===== src/rtl/id_ex_ctrl_stage_pkg.sv =====
// Shared opcode/aluop encodings and control-bundle layout for the ID stage
// and the EX-stage ALU control decoder.
package id_ex_ctrl_stage_pkg;

  typedef enum logic [5:0] {
    OP_RTYPE = 6'b000000,
    OP_J     = 6'b000010,
    OP_BEQ   = 6'b000100,
    OP_LW    = 6'b100011,
    OP_SW    = 6'b101011
  } opcode_e;

  typedef enum logic [3:0] {
    ALUOP_RTYPE = 4'b0000,
    ALUOP_J     = 4'b0010,
    ALUOP_LW    = 4'b0011,
    ALUOP_BEQ   = 4'b0100,
    ALUOP_SW    = 4'b1011
  } aluop_e;

  // Bit positions of the packed control bundle below (MSB first).
  localparam int unsigned CTRL_REGWRITE  = 11;
  localparam int unsigned CTRL_MEMTOREG  = 10;
  localparam int unsigned CTRL_MEMWRITE  = 9;
  localparam int unsigned CTRL_MEMREAD   = 8;
  localparam int unsigned CTRL_BRANCH    = 7;
  localparam int unsigned CTRL_JUMP      = 6;
  localparam int unsigned CTRL_ALUSRC    = 5;
  localparam int unsigned CTRL_REGDST    = 4;
  localparam int unsigned CTRL_ALUOP_LSB = 0;
  localparam int unsigned CTRL_W         = 12;

  typedef struct packed {
    logic       regwrite;
    logic       memtoreg;
    logic       memwrite;
    logic       memread;
    logic       branch;
    logic       jump;
    logic       alusrc;
    logic       regdst;
    logic [3:0] aluop;
  } ctrl_t;

endpackage


===== src/rtl/id_ex_ctrl_stage_main_decoder.sv =====
// Combinational opcode decoder: control bundle plus unknown-opcode flag.
module main_decoder
  import id_ex_ctrl_stage_pkg::*;
(
  input  logic [5:0] i_opcode,
  output ctrl_t      o_ctrl,
  output logic       o_illegal
);

  always_comb begin
    o_ctrl    = '0;
    o_illegal = 1'b0;
    case (i_opcode)
      OP_RTYPE: begin
        o_ctrl.regdst   = 1'b1;
        o_ctrl.regwrite = 1'b1;
        o_ctrl.aluop    = ALUOP_RTYPE;
      end
      OP_LW: begin
        o_ctrl.alusrc   = 1'b1;
        o_ctrl.memread  = 1'b1;
        o_ctrl.memtoreg = 1'b1;
        o_ctrl.regwrite = 1'b1;
        o_ctrl.aluop    = ALUOP_LW;
      end
      OP_SW: begin
        o_ctrl.alusrc   = 1'b1;
        o_ctrl.memwrite = 1'b1;
        o_ctrl.aluop    = ALUOP_SW;
      end
      OP_BEQ: begin
        o_ctrl.branch = 1'b1;
        o_ctrl.aluop  = ALUOP_BEQ;
      end
      OP_J: begin
        o_ctrl.jump  = 1'b1;
        o_ctrl.aluop = ALUOP_J;
      end
      default: o_illegal = 1'b1;
    endcase
  end

endmodule


===== src/rtl/id_ex_ctrl_stage.sv =====
// ID stage: decode, load-use stall, flush bubbles and the ID/EX register.
module id_ex_ctrl_stage
  import id_ex_ctrl_stage_pkg::*;
#(
  parameter int DATA_W = 32,
  parameter int REG_AW = 5
) (
  input  logic              clk,
  input  logic              rst_n,
  input  logic [DATA_W-1:0] ifid_inst,
  input  logic              ifid_valid,
  input  logic              flush,
  output logic              ex_memread,
  output logic              ex_regwrite,
  output logic              ex_memtoreg,
  output logic              ex_memwrite,
  output logic              ex_branch,
  output logic              ex_jump,
  output logic              ex_alusrc,
  output logic              ex_regdst,
  output logic [3:0]        ex_aluop,
  output logic [5:0]        ex_func,
  output logic [REG_AW-1:0] ex_rs,
  output logic [REG_AW-1:0] ex_rt,
  output logic [REG_AW-1:0] ex_rd,
  output logic              ex_valid,
  output logic              ex_illegal,
  output logic              pc_write,
  output logic              ifid_write,
  output logic              id_jump
);

  logic [5:0]        w_opcode;
  logic [REG_AW-1:0] w_rs, w_rt, w_rd;
  ctrl_t             w_ctrl;
  logic              w_illegal;
  logic              w_reads_rt;
  logic              w_hazard;
  logic              w_bubble;
  logic              w_unused_shamt;

  ctrl_t             r_ctrl;
  logic [5:0]        r_func;
  logic [REG_AW-1:0] r_rs, r_rt, r_rd;
  logic              r_valid;
  logic              r_illegal;

  assign w_opcode       = ifid_inst[31:26];
  assign w_rs           = ifid_inst[21 +: REG_AW];
  assign w_rt           = ifid_inst[16 +: REG_AW];
  assign w_rd           = ifid_inst[11 +: REG_AW];
  assign w_unused_shamt = ^ifid_inst[10:6];

  main_decoder u_main_decoder (
    .i_opcode  (w_opcode),
    .o_ctrl    (w_ctrl),
    .o_illegal (w_illegal)
  );

  // lw and j carry no source operand in the rt field.
  assign w_reads_rt = !(w_opcode == OP_LW || w_opcode == OP_J);

  assign w_hazard = r_valid & r_ctrl.memread & ifid_valid & (r_rt != '0) &
                    ((r_rt == w_rs) | (w_reads_rt & (r_rt == w_rt)));

  // Flush wins: the stalled instruction is being squashed, so fetch keeps moving.
  assign pc_write   = ~(w_hazard & ~flush);
  assign ifid_write = ~(w_hazard & ~flush);
  assign id_jump    = ifid_valid & w_ctrl.jump & ~flush;
  assign w_bubble   = flush | w_hazard | ~ifid_valid;

  always_ff @(posedge clk or negedge rst_n) begin
    if (!rst_n) begin
      r_ctrl    <= '0;
      r_func    <= '0;
      r_rs      <= '0;
      r_rt      <= '0;
      r_rd      <= '0;
      r_valid   <= 1'b0;
      r_illegal <= 1'b0;
    end else if (w_bubble) begin
      r_ctrl    <= '0;
      r_func    <= '0;
      r_rs      <= '0;
      r_rt      <= '0;
      r_rd      <= '0;
      r_valid   <= 1'b0;
      r_illegal <= 1'b0;
    end else begin
      r_ctrl    <= w_ctrl;
      r_func    <= ifid_inst[5:0];
      r_rs      <= w_rs;
      r_rt      <= w_rt;
      r_rd      <= w_rd;
      r_valid   <= 1'b1;
      r_illegal <= w_illegal;
    end
  end

  assign ex_regwrite = r_ctrl.regwrite;
  assign ex_memtoreg = r_ctrl.memtoreg;
  assign ex_memwrite = r_ctrl.memwrite;
  assign ex_memread  = r_ctrl.memread;
  assign ex_branch   = r_ctrl.branch;
  assign ex_jump     = r_ctrl.jump;
  assign ex_alusrc   = r_ctrl.alusrc;
  assign ex_regdst   = r_ctrl.regdst;
  assign ex_aluop    = r_ctrl.aluop;
  assign ex_func     = r_func;
  assign ex_rs       = r_rs;
  assign ex_rt       = r_rt;
  assign ex_rd       = r_rd;
  assign ex_valid    = r_valid;
  assign ex_illegal  = r_illegal;

endmodule

===== config.mk =====
export PLATFORM = sky130hd
export DESIGN_NAME = id_ex_ctrl_stage
export DESIGN_NICKNAME = d
export VERILOG_FILES = /design/src/rtl/id_ex_ctrl_stage_pkg.sv /design/src/rtl/id_ex_ctrl_stage_main_decoder.sv /design/src/rtl/id_ex_ctrl_stage.sv
export SDC_FILE = /design/constraint.sdc
export NUM_CORES = 1
export LEC_CHECK = 0
export BUFFER_PORTS_ARGS = -buffer_cell sky130_fd_sc_hd__buf_2
export CAP_MARGIN = 10
export CORE_MARGIN = 2
export CORE_UTILIZATION = 25
export CTS_BUF_LIST = sky130_fd_sc_hd__clkbuf_2
export CTS_CLUSTER_DIAMETER = 100
export DETAILED_ROUTE_END_ITERATION = 7
export PLACE_DENSITY = 0.52
export SETUP_SLACK_MARGIN = 0.5
export SYNTH_ARGS = -nofsm -noshare
export SYNTH_HDL_FRONTEND = slang
export SYNTH_SLANG_ARGS = --single-unit

===== constraint.sdc =====
create_clock -name clk -period 1.9 [get_ports clk]
set_clock_uncertainty 0.1 [all_clocks]
set_input_delay 0.285 -clock clk [delete_from_list [all_inputs] [get_ports clk]]
set_output_delay 0.285 -clock clk [all_outputs]
set_load 0.005 [all_outputs]

==> flow_summary.toml <==
[cts]
clockBufferDepth = 2
worstSkewPairLatency_ns = 0.40
htree_levels = 2
cts_tree = "done"
numCtsBuffers = 5
cts_root_buf = "clkbuf_2"
clk_pin_slew_ns = 0.20
clkSinkCount = 33

[synth]
async_flop_share_pct = 100
synth_seq_cells = 33
post_synth.cell_area_avg_sq_um = 12.7
ys_warn_count = 0
postSynthCellCount = 108
synthDistinctLibCells = 27
ys.flop_type = "dfrtp_1"
syn_area_sq_um = 1370
synth-seq-area-share_pct = 60.2
syn_nets = 144
synth-edff-count = 0

[grt]
antenna_found_initial = 0
met1_usage_pct = 17.3
grt_pass1_vias = 1187
top_usage_layer = "met2"
grt_util_met2_pct = 18.6
grt_overflow_total = 0
grt_pass1_wl_mm = 5.83
grt_max_degree = 24
grtUsageTotal_pct = 12.7
grt_util_met3_pct = 3.22

[timing]
finalCritPeriodShare_pct = 120
fin_tns_setup_ns = -11.06
finalHoldViolCount = 0
maxSlewHeadroom_pct = 70.3
timing.fmax_mhz = 437
slew_violations = 0
worst_pin_slew_ns = 0.445
rsz0062_at_grt = "true"
finalWorstSetupSlack_ns = -0.386
min_period_ns = 2.29
setup_viol = 35

[floorplan]
die_h_um = 78.1
die_w_um = 78.1
pin_count = 74
core_sq_um = 5200
die_area_sq_um = 6090
start_util_pct = 26.3
fp-row-count = 26

[place]
dpl.hpwl_mm = 2.50
io_buffers = 68
globalplace.congestion = 0.787
dp.cells = 249

[drt]
drt_first_iter_violations = 12
drc_errors = 0
dr.pass1.iters = 4
viasPerCell = 4.22
avgRoutedWirePerCell_um = 13.5
drt_wl_total_mm = 3.65
drtAntennaViolNets = 0
vias = 1139

[final_layout]
seq_area_sq_um = 830
multi_input_area_sq_um = 561
n_fill_cell = 519
final_common_cell = "buf_2"
n_antenna_cell = 0
area_growth_pct = 57.5
nNetsFinal = 235
layout_common_cells = "buf_2, dfrtp_1, and3_1, buf_6, buf_4"
fin_cells = 270
drive_above_1_share_pct = 60.5

[pwr]
powerDensity_nw_per_um2 = 583
ir_drop_mv = 0.231
power.leakage_nw = 1.21

[critical_path]
crit_path_end_kind = "register"
cp_cell_sequence = "or4_4 > o211ai_4 > buf_4 > buf_6 > buf_6 > buf_6 > buf_6 > bufbuf_16 > and2_1"
critPathLaunchType = "register"
critPathSlowestCell = "or4_4"
arrival_ns = 2.51
crit_top_cell = "buf_6"
crit_type = "register to register"
crit_fanout = 11
worstPathRequired_ns = 2.12
critical-path-max-stage-delay_ns = 0.56

[job]
maxCapViolations = 0

[run_status]
status = "complete, but fails checks"
violations = "setup timing"

[min_path]
hp-class = "primary input to register"
-- layer usage --
layer  vias up  wire length, um
met5         -                0
met4         0               72
met3         7              235
met2        45             1720
met1       529             1620
li1        558                -
-- where the power goes --
group | internal (mW) | leakage [nW] | switching (mW)
Clock | 0.0858 | 0.0287 | 0.253
Combinational | 0.103 | 0.734 | 0.0827
Sequential | 0.723 | 0.443 | 0.0105
Total | 0.912 | 1.21 | 0.346
-- cells by family (layout without fill, tap and decap cells) --
group	Yosys count	count (layout)	share of synthesized area, %
AO/OA/AOI/OAI	4	4	3.29
buffers and inverters	9	101	4.93
XOR/XNOR	11	11	7.03
AND/OR/NAND/NOR	51	51	24.5
flip-flops	33	33	60.2
-- cell type report --
class,instances,share of cell area (%)
Clock buffer,5,1.16
Clock inverter,3,0.811
Multi-Input combinational cell,66,26.0
Sequential cell,33,38.4
Tap cell,70,4.06
Timing Repair Buffer,93,29.6
-- what timing repair did --
| action | in CTS | in global routing |
|---|---|---|
| cloned | 1 | 1 |
| setup endpoints to repair | 41 | 42 |
| gates resized for setup | 16 | 14 |
| setup buffers | 6 | 1 |
| hold buffers | 3 | 1 |
| pin swaps | 2 | 0 |
| hold endpoints to repair | 18 | 1 |
-- critical path: cells and delay by family (launching register included) --
kind	cells	cell delay (ns)
compound gates	1	0.18
buf+inv	6	0.77
flops	1	0.50
simple gates	2	0.67
-- synth_stat cells, types with 2 or more instances --
library cell | n | area share, %
nand2_1 | 3 | 0.82
nand2b_1 | 2 | 0.91
buf_4 | 3 | 1.6
or3_1 | 2 | 0.91
dfrtp_1 | 33 | 60
and3_1 | 19 | 8.7
xnor2_1 | 10 | 6.4
and2_1 | 2 | 0.91
clkbuf_1 | 3 | 0.82
and3_2 | 6 | 3.3
and4_1 | 3 | 1.9
nor2_1 | 2 | 0.55
buf_6 | 3 | 2.5
nand3_1 | 2 | 0.73
nor4b_1 | 2 | 1.3
or2_1 | 2 | 0.91
-- metrics by stage --
stage / cell area, sq um / setup WS [ns] / util [%] / hold WS [ns] / power [mW]
3_3_place_gp: 1850 / -0.0205 / 35.5 / 0.156 / 0.904
4_1_cts: 2080 / -0.393 / 39.9 / 0.0115 / 1.27
2_1_floorplan: 1400 / -0.0338 / - / -0.111 / 0.807
5_1_grt: 2160 / -0.478 / 41.5 / 0.00286 / 1.34
3_5_place_dp: 1850 / 0.00586 / 35.5 / 0.161 / 0.905
6_report: 2160 / -0.386 / 41.5 / 0.0312 / 1.26
-- registers in the layout, summed over array words and instances (netlist names), 4 cells and up --
register	count
ex_func	6
ex_rd	5
ex_rs	5
ex_rt	5
ex_aluop	4
-- worst paths after layout --
kind	to	slack (ns)	cells after the start	start
worst min register to register	ex_jump	1.30	9	ex_valid
max in group asynchronous	ex_regdst	0.94	3	rst_n
min in group asynchronous	ex_rd[3]	0.23	2	rst_n
worst max register to register	ex_valid	-0.39	9	ex_rt[3]
worst max-delay path	ex_valid	-0.39	9	ex_rt[3]
worst min-delay path	ex_rs[3]	0.03	2	ifid_inst[24]
Note: power is estimated with default switching activity, not from simulation.
